<file path="src/rtl/pwm_deadtime_gen_if.sv">
// Bundle of the dead-time stage signals: raw PWM levels and controls in, gate pairs out.
// master drives the controls; slave is the dead-time generator.
interface pwm_deadtime_gen_if #(
  parameter int unsigned CHANNELS = 3,
  parameter int unsigned DT_WIDTH = 8
);
  logic [CHANNELS-1:0]          pwm;
  logic [CHANNELS-1:0]          enable;
  logic [CHANNELS*DT_WIDTH-1:0] deadtime;
  logic                         fault;
  logic                         fault_clr;
  logic [CHANNELS-1:0]          pwm_a;
  logic [CHANNELS-1:0]          pwm_b;
  logic [CHANNELS-1:0]          dt_active;
  logic                         fault_flag;

  modport master (
    output pwm, enable, deadtime, fault, fault_clr,
    input  pwm_a, pwm_b, dt_active, fault_flag
  );

  modport slave (
    input  pwm, enable, deadtime, fault, fault_clr,
    output pwm_a, pwm_b, dt_active, fault_flag
  );
endinterface

</file>
<file path="src/rtl/pwm_deadtime_gen.sv">
// Complementary A/B gate driver with a programmable all-off gap on every hand-over,
// per-channel enable and a sticky synchronous fault shutdown.
module pwm_deadtime_gen #(
  parameter int unsigned CHANNELS = 3,
  parameter int unsigned DT_WIDTH = 8
) (
  input logic               clk,
  input logic               rst_n,
  pwm_deadtime_gen_if.slave bus
);
  typedef enum logic [2:0] {StOff, StAOn, StDtToB, StBOn, StDtToA} state_e;

  state_e              state_q [CHANNELS];
  state_e              state_d [CHANNELS];
  logic [DT_WIDTH-1:0] cnt_q   [CHANNELS];
  logic [DT_WIDTH-1:0] cnt_d   [CHANNELS];
  logic [DT_WIDTH-1:0] dt_val  [CHANNELS];
  logic [CHANNELS-1:0] pwm_r_q;
  logic [CHANNELS-1:0] blk;
  logic [CHANNELS-1:0] go_dt;
  logic [CHANNELS-1:0] pwm_a_q;
  logic [CHANNELS-1:0] pwm_b_q;
  logic [CHANNELS-1:0] dt_active_q;
  logic                fault_q;

  // Raw fault joins the sticky flag so outputs drop on the same edge the flag sets.
  for (genvar n = 0; n < CHANNELS; n++) begin : g_ch
    assign dt_val[n] = bus.deadtime[n*DT_WIDTH +: DT_WIDTH];
    assign blk[n]    = fault_q | bus.fault | ~bus.enable[n];
  end

  always_comb begin
    go_dt = '0;
    for (int n = 0; n < CHANNELS; n++) begin
      state_d[n] = state_q[n];
      cnt_d[n]   = cnt_q[n];
      if (blk[n]) begin
        state_d[n] = StOff;
        cnt_d[n]   = '0;
      end else begin
        unique case (state_q[n])
          StOff:   go_dt[n] = 1'b1;
          StAOn:   go_dt[n] = ~pwm_r_q[n];
          StBOn:   go_dt[n] = pwm_r_q[n];
          StDtToB: begin
            if (pwm_r_q[n]) begin
              state_d[n] = StAOn;
              cnt_d[n]   = '0;
            end else if (cnt_q[n] == '0) begin
              state_d[n] = StBOn;
            end else begin
              cnt_d[n] = cnt_q[n] - DT_WIDTH'(1);
            end
          end
          StDtToA: begin
            if (!pwm_r_q[n]) begin
              state_d[n] = StBOn;
              cnt_d[n]   = '0;
            end else if (cnt_q[n] == '0) begin
              state_d[n] = StAOn;
            end else begin
              cnt_d[n] = cnt_q[n] - DT_WIDTH'(1);
            end
          end
          default: state_d[n] = StOff;
        endcase
        // A zero dead-time skips the gap state entirely.
        if (go_dt[n]) begin
          if (dt_val[n] == '0) begin
            state_d[n] = pwm_r_q[n] ? StAOn : StBOn;
            cnt_d[n]   = '0;
          end else begin
            state_d[n] = pwm_r_q[n] ? StDtToA : StDtToB;
            cnt_d[n]   = dt_val[n] - DT_WIDTH'(1);
          end
        end
      end
    end
  end

  always_ff @(posedge clk or negedge rst_n) begin
    if (!rst_n) begin
      pwm_r_q     <= '0;
      fault_q     <= 1'b0;
      pwm_a_q     <= '0;
      pwm_b_q     <= '0;
      dt_active_q <= '0;
      for (int n = 0; n < CHANNELS; n++) begin
        state_q[n] <= StOff;
        cnt_q[n]   <= '0;
      end
    end else begin
      pwm_r_q <= bus.pwm;
      fault_q <= bus.fault | (fault_q & ~bus.fault_clr);
      for (int n = 0; n < CHANNELS; n++) begin
        state_q[n]     <= state_d[n];
        cnt_q[n]       <= cnt_d[n];
        pwm_a_q[n]     <= (state_d[n] == StAOn);
        pwm_b_q[n]     <= (state_d[n] == StBOn);
        dt_active_q[n] <= (state_d[n] == StDtToB) || (state_d[n] == StDtToA);
      end
    end
  end

  assign bus.pwm_a      = pwm_a_q;
  assign bus.pwm_b      = pwm_b_q;
  assign bus.dt_active  = dt_active_q;
  assign bus.fault_flag = fault_q;
endmodule

</file>
<file path="src/flat_wrapper.sv">
// flat-port wrapper written by rule: the top's interface ports become plain ports
module pwm_deadtime_gen_flat 
#(
  parameter int unsigned CHANNELS = 3,
  parameter int unsigned DT_WIDTH = 8
)
  (clk, rst_n, bus_pwm, bus_enable, bus_deadtime, bus_fault, bus_fault_clr, bus_pwm_a, bus_pwm_b, bus_dt_active, bus_fault_flag);
  pwm_deadtime_gen_if #(.CHANNELS(CHANNELS), .DT_WIDTH(DT_WIDTH)) bus_i ();
  input logic clk;
  input logic rst_n;
  input wire logic [$bits(bus_i.pwm)-1:0] bus_pwm;
  input wire logic [$bits(bus_i.enable)-1:0] bus_enable;
  input wire logic [$bits(bus_i.deadtime)-1:0] bus_deadtime;
  input wire logic [$bits(bus_i.fault)-1:0] bus_fault;
  input wire logic [$bits(bus_i.fault_clr)-1:0] bus_fault_clr;
  output wire logic [$bits(bus_i.pwm_a)-1:0] bus_pwm_a;
  output wire logic [$bits(bus_i.pwm_b)-1:0] bus_pwm_b;
  output wire logic [$bits(bus_i.dt_active)-1:0] bus_dt_active;
  output wire logic [$bits(bus_i.fault_flag)-1:0] bus_fault_flag;
  assign bus_i.pwm = bus_pwm;
  assign bus_i.enable = bus_enable;
  assign bus_i.deadtime = bus_deadtime;
  assign bus_i.fault = bus_fault;
  assign bus_i.fault_clr = bus_fault_clr;
  assign bus_pwm_a = bus_i.pwm_a;
  assign bus_pwm_b = bus_i.pwm_b;
  assign bus_dt_active = bus_i.dt_active;
  assign bus_fault_flag = bus_i.fault_flag;
  pwm_deadtime_gen #(.CHANNELS(CHANNELS), .DT_WIDTH(DT_WIDTH)) u_core (.clk(clk), .rst_n(rst_n), .bus(bus_i));
endmodule
</file>
<file path="config.mk">
export PLATFORM = sky130hd
export DESIGN_NAME = pwm_deadtime_gen_flat
export DESIGN_NICKNAME = d
export VERILOG_FILES = /design/src/rtl/pwm_deadtime_gen_if.sv /design/src/rtl/pwm_deadtime_gen.sv /design/src/flat_wrapper.sv
export SDC_FILE = /design/constraint.sdc
export NUM_CORES = 1
export LEC_CHECK = 0
export CAP_MARGIN = 20
export CORE_ASPECT_RATIO = 2
export CORE_MARGIN = 10
export CORE_UTILIZATION = 33
export DETAILED_ROUTE_END_ITERATION = 10
export PLACE_DENSITY_LB_ADDON = 0.1
export SYNTH_ARGS = -nofsm -noshare
export SYNTH_HDL_FRONTEND = slang
export SYNTH_SLANG_ARGS = --single-unit
</file>
<file path="constraint.sdc">
create_clock -name clk -period 2.8 [get_ports clk]
set_input_delay 0.42 -clock clk [delete_from_list [all_inputs] [get_ports clk]]
set_output_delay 0.42 -clock clk [all_outputs]
set_load 0.01 [all_outputs]
</file>
==> results.txt <==
status -> complete, no violations
critical path arrival -> 2470 ps
Detailed Routing Iterations Pass 1 -> 4
GRT Util Overall -> 12.89%
fmax -> 0.4463 GHz
dpl ws -> 256.9 ps
CP Class -> input pin to register
HP Class -> input pin to asynchronous set/reset pin
Starting Density -> 33.99%
RSZ-0062 raised after global routing -> false
Synth Flop Type -> dfrtp_1
Clock Latency Late Sink -> 290 ps
Root Driver -> clkbuf_16
Worst Path Required -> 3020 ps
Mapped Area -> 3318 sq um
initial antenna violation count -> 0
post-cts gate resize count -> 0
DR iter-0 viols -> 131
first-pass GRT wire length -> 15680 um
max_slew headroom -> 52.55%
grt ovf -> 0
Syn Nets -> 430
final-stage net count -> 474
type of element capturing the critical path -> register
TritonCTS clock tree -> yes
final HPWL from detailed placement -> 7496 um
Worst-Margin Slew -> 711.7 ps
Startpoint Class -> input pin
P per Cell Area -> 422.4 nW/um^2
Synth area leader -> dfrtp_1
FP Rows -> 51
Final TNS setup -> 0 ps
Core Region -> 9763 sq um
largest cells by area after synthesis -> dfrtp_1, nand2_1, ha_1, nor2_1, nor3_1
final worst slack -> 559.6 ps
vias in the first global route -> 3258
Commonest cells post-synth -> dfrtp_1, nand2_1, nor2_1
post-CTS setup buffer count -> 0
clock-pin slew on the worst setup and hold paths -> 60 ps
critical path depth -> 8
die area -> 14710 sq um
final hold vios -> 0
Top delay family on crit path -> simple AND/OR/NAND/NOR gates
peak supply drop -> 243.6 uV
yosys synthesis warning count -> 0
Slew Limit Fails -> 0
fraction of layout cells with a size suffix above 1 -> 8.585%
Syn Inst Count -> 387
post-route ant nets -> 0
die height -> 161.8 um
hold buffer count at cts -> 0
Layout area overhead -> 22.25%
total CTS buffers -> 5
Vias -> 3135
via-per-instance ratio -> 5.568
# diodes -> 0
CP cell instances -> clkdlybuf4s50_1 -> inv_1 -> ha_1 -> nor4b_4 -> a22oi_1 -> or4b_1 -> or2_4 -> nor2_2
DRC viols -> 0
minimum clock period after layout -> 2240 ps
Buffers & Inverters on Critical Path -> 2
Synth cell types -> 74
largest net degree at the start of global routing -> 31
CP Max Fanout -> 4
Die X -> 90.91 um
port bufs -> 43
period utilization -> 80.01%
IO Pins -> 44
Yosys reg bits -> 46
slowest stage delay, CP -> 550 ps
sequential element share of the synthesized area -> 34.69%
Final Wtd Congestion -> 0.8310
asr flop ratio synth -> 100.0%
CTS Buffer Depth -> 2
Avg Inst Size Synth -> 8.574 sq um
crit path max-delay cell type -> or4b_1
r2r worst-path depth -> 7
H-tree levels -> 2
drt total wl -> 9475 um
top-area cell type share of the netlist area -> 34.69%
# Max-Cap Violations -> 0
skew final -> 3.860 ps
clk sinks -> 46
Setup violations, final -> 0
EDFF count, synth -> 0
Pleak -> 0.001718 uW
wire length per cell -> 16.83 um
## cells by family (layout without fill, tap and decap cells)
group,after synthesis,count (layout),share of synthesized area (%)
flip-flops,46,46,34.69
AO/OA/AOI/OAI,112,112,23.61
multiplexers,4,4,1.244
buffers and inverters,31,75,4.374
XOR/XNOR,11,11,2.903
AND/OR/NAND/NOR,174,174,29.79
adder cells (fa/ha/maj),9,9,3.394
## worst reg2reg max path: stages, from the launching register on
cell and delay [ps]:
dfrtp_1 440, inv_1 100, ha_1 190, nor3b_4 310, a21oi_1 110, or4b_1 520
or2_4 260, nor2_2 100
## cell type report
type	instances	area [sq um]
fill	1012	5707
multi-input combinational	310	2022
sequential	46	1151
timing repair buffer	51	485.5
tap	132	165.2
clock buffer	6	138.9
inverter	17	63.81
clock inverter	1	30.03
## per-layer routing
metal	track usage [%]	wire length, um	up-vias	part of all wire (%)
met1	11.98	3413	1521	36
li1	-	-	1525	-
met2	25.91	5470	63	58
met4	6.662	347	0	3.7
met5	0	0	-	0
met3	1.847	244	26	2.6
## metrics by stage
| stage | instances | power (uW) | utilization [%] | area (sq um) | hold slack, ps |
|---|---|---|---|---|---|
| after floorplan | 387 | 885.3 | - | 3318 | 124.4 |
| after global placement | 556 | 1022 | 39.82 | 3887 | 384.7 |
| after detailed placement | 556 | 1021 | 39.82 | 3887 | 385.4 |
| after CTS | 563 | 1734 | 41.55 | 4056 | 69.50 |
| after global routing | 563 | 1796 | 41.55 | 4056 | 79.75 |
| final | 563 | 1714 | 41.55 | 4056 | 53.73 |
## flip-flops by register name, indices dropped and copies added, names as in the netlist
name / flops
u_core.bus.dt_active: 3
u_core.bus.pwm_b: 3
u_core.bus.pwm_a: 3
u_core.bus.fault_flag: 1
u_core.pwm_r_q: 3
u_core.cnt_q: 24
u_core.state_q: 9
## path summary, 6_finish.rpt
check | slack, ps | to | from
min | 50 | u_core.bus.pwm_a[0] | rst_n
min in group clk | 530 | u_core.bus.fault_flag | u_core.bus.fault_flag
min reg2reg | 530 | u_core.bus.fault_flag | u_core.bus.fault_flag
max | 560 | u_core.bus.pwm_a[1] | bus_deadtime[8]
max reg2reg | 690 | u_core.bus.pwm_a[1] | u_core.cnt_q[8]
max in group asynchronous | 2000 | u_core.state_q[5] | rst_n
## cells in the final DEF, fill, tap and decap left out, types with 6 or more instances in the layout
cell type        Yosys  routed
a21o_1               7       7
a21oi_1             15      15
a31oi_1              9       9
and2_1              12      12
buf_4                1       8
clkdlybuf4s50_1      0      42
dfrtp_1             46      46
ha_1                 9       9
inv_1               17      17
nand2_1             46      46
nand3_1             12      12
nor2_1              29      29
nor3_1              17      17
nor4_1               6       6
o21ai_0             17      17
o22ai_1             11      11
o31ai_1              8       8
xor2_1               7       7
## power by group
part	total [uW]	internal [uW]	switching (uW)
logic	301	140	162
registers	706	680	26.5
clock network	706	441	264
(Power assumes the default switching activity.)
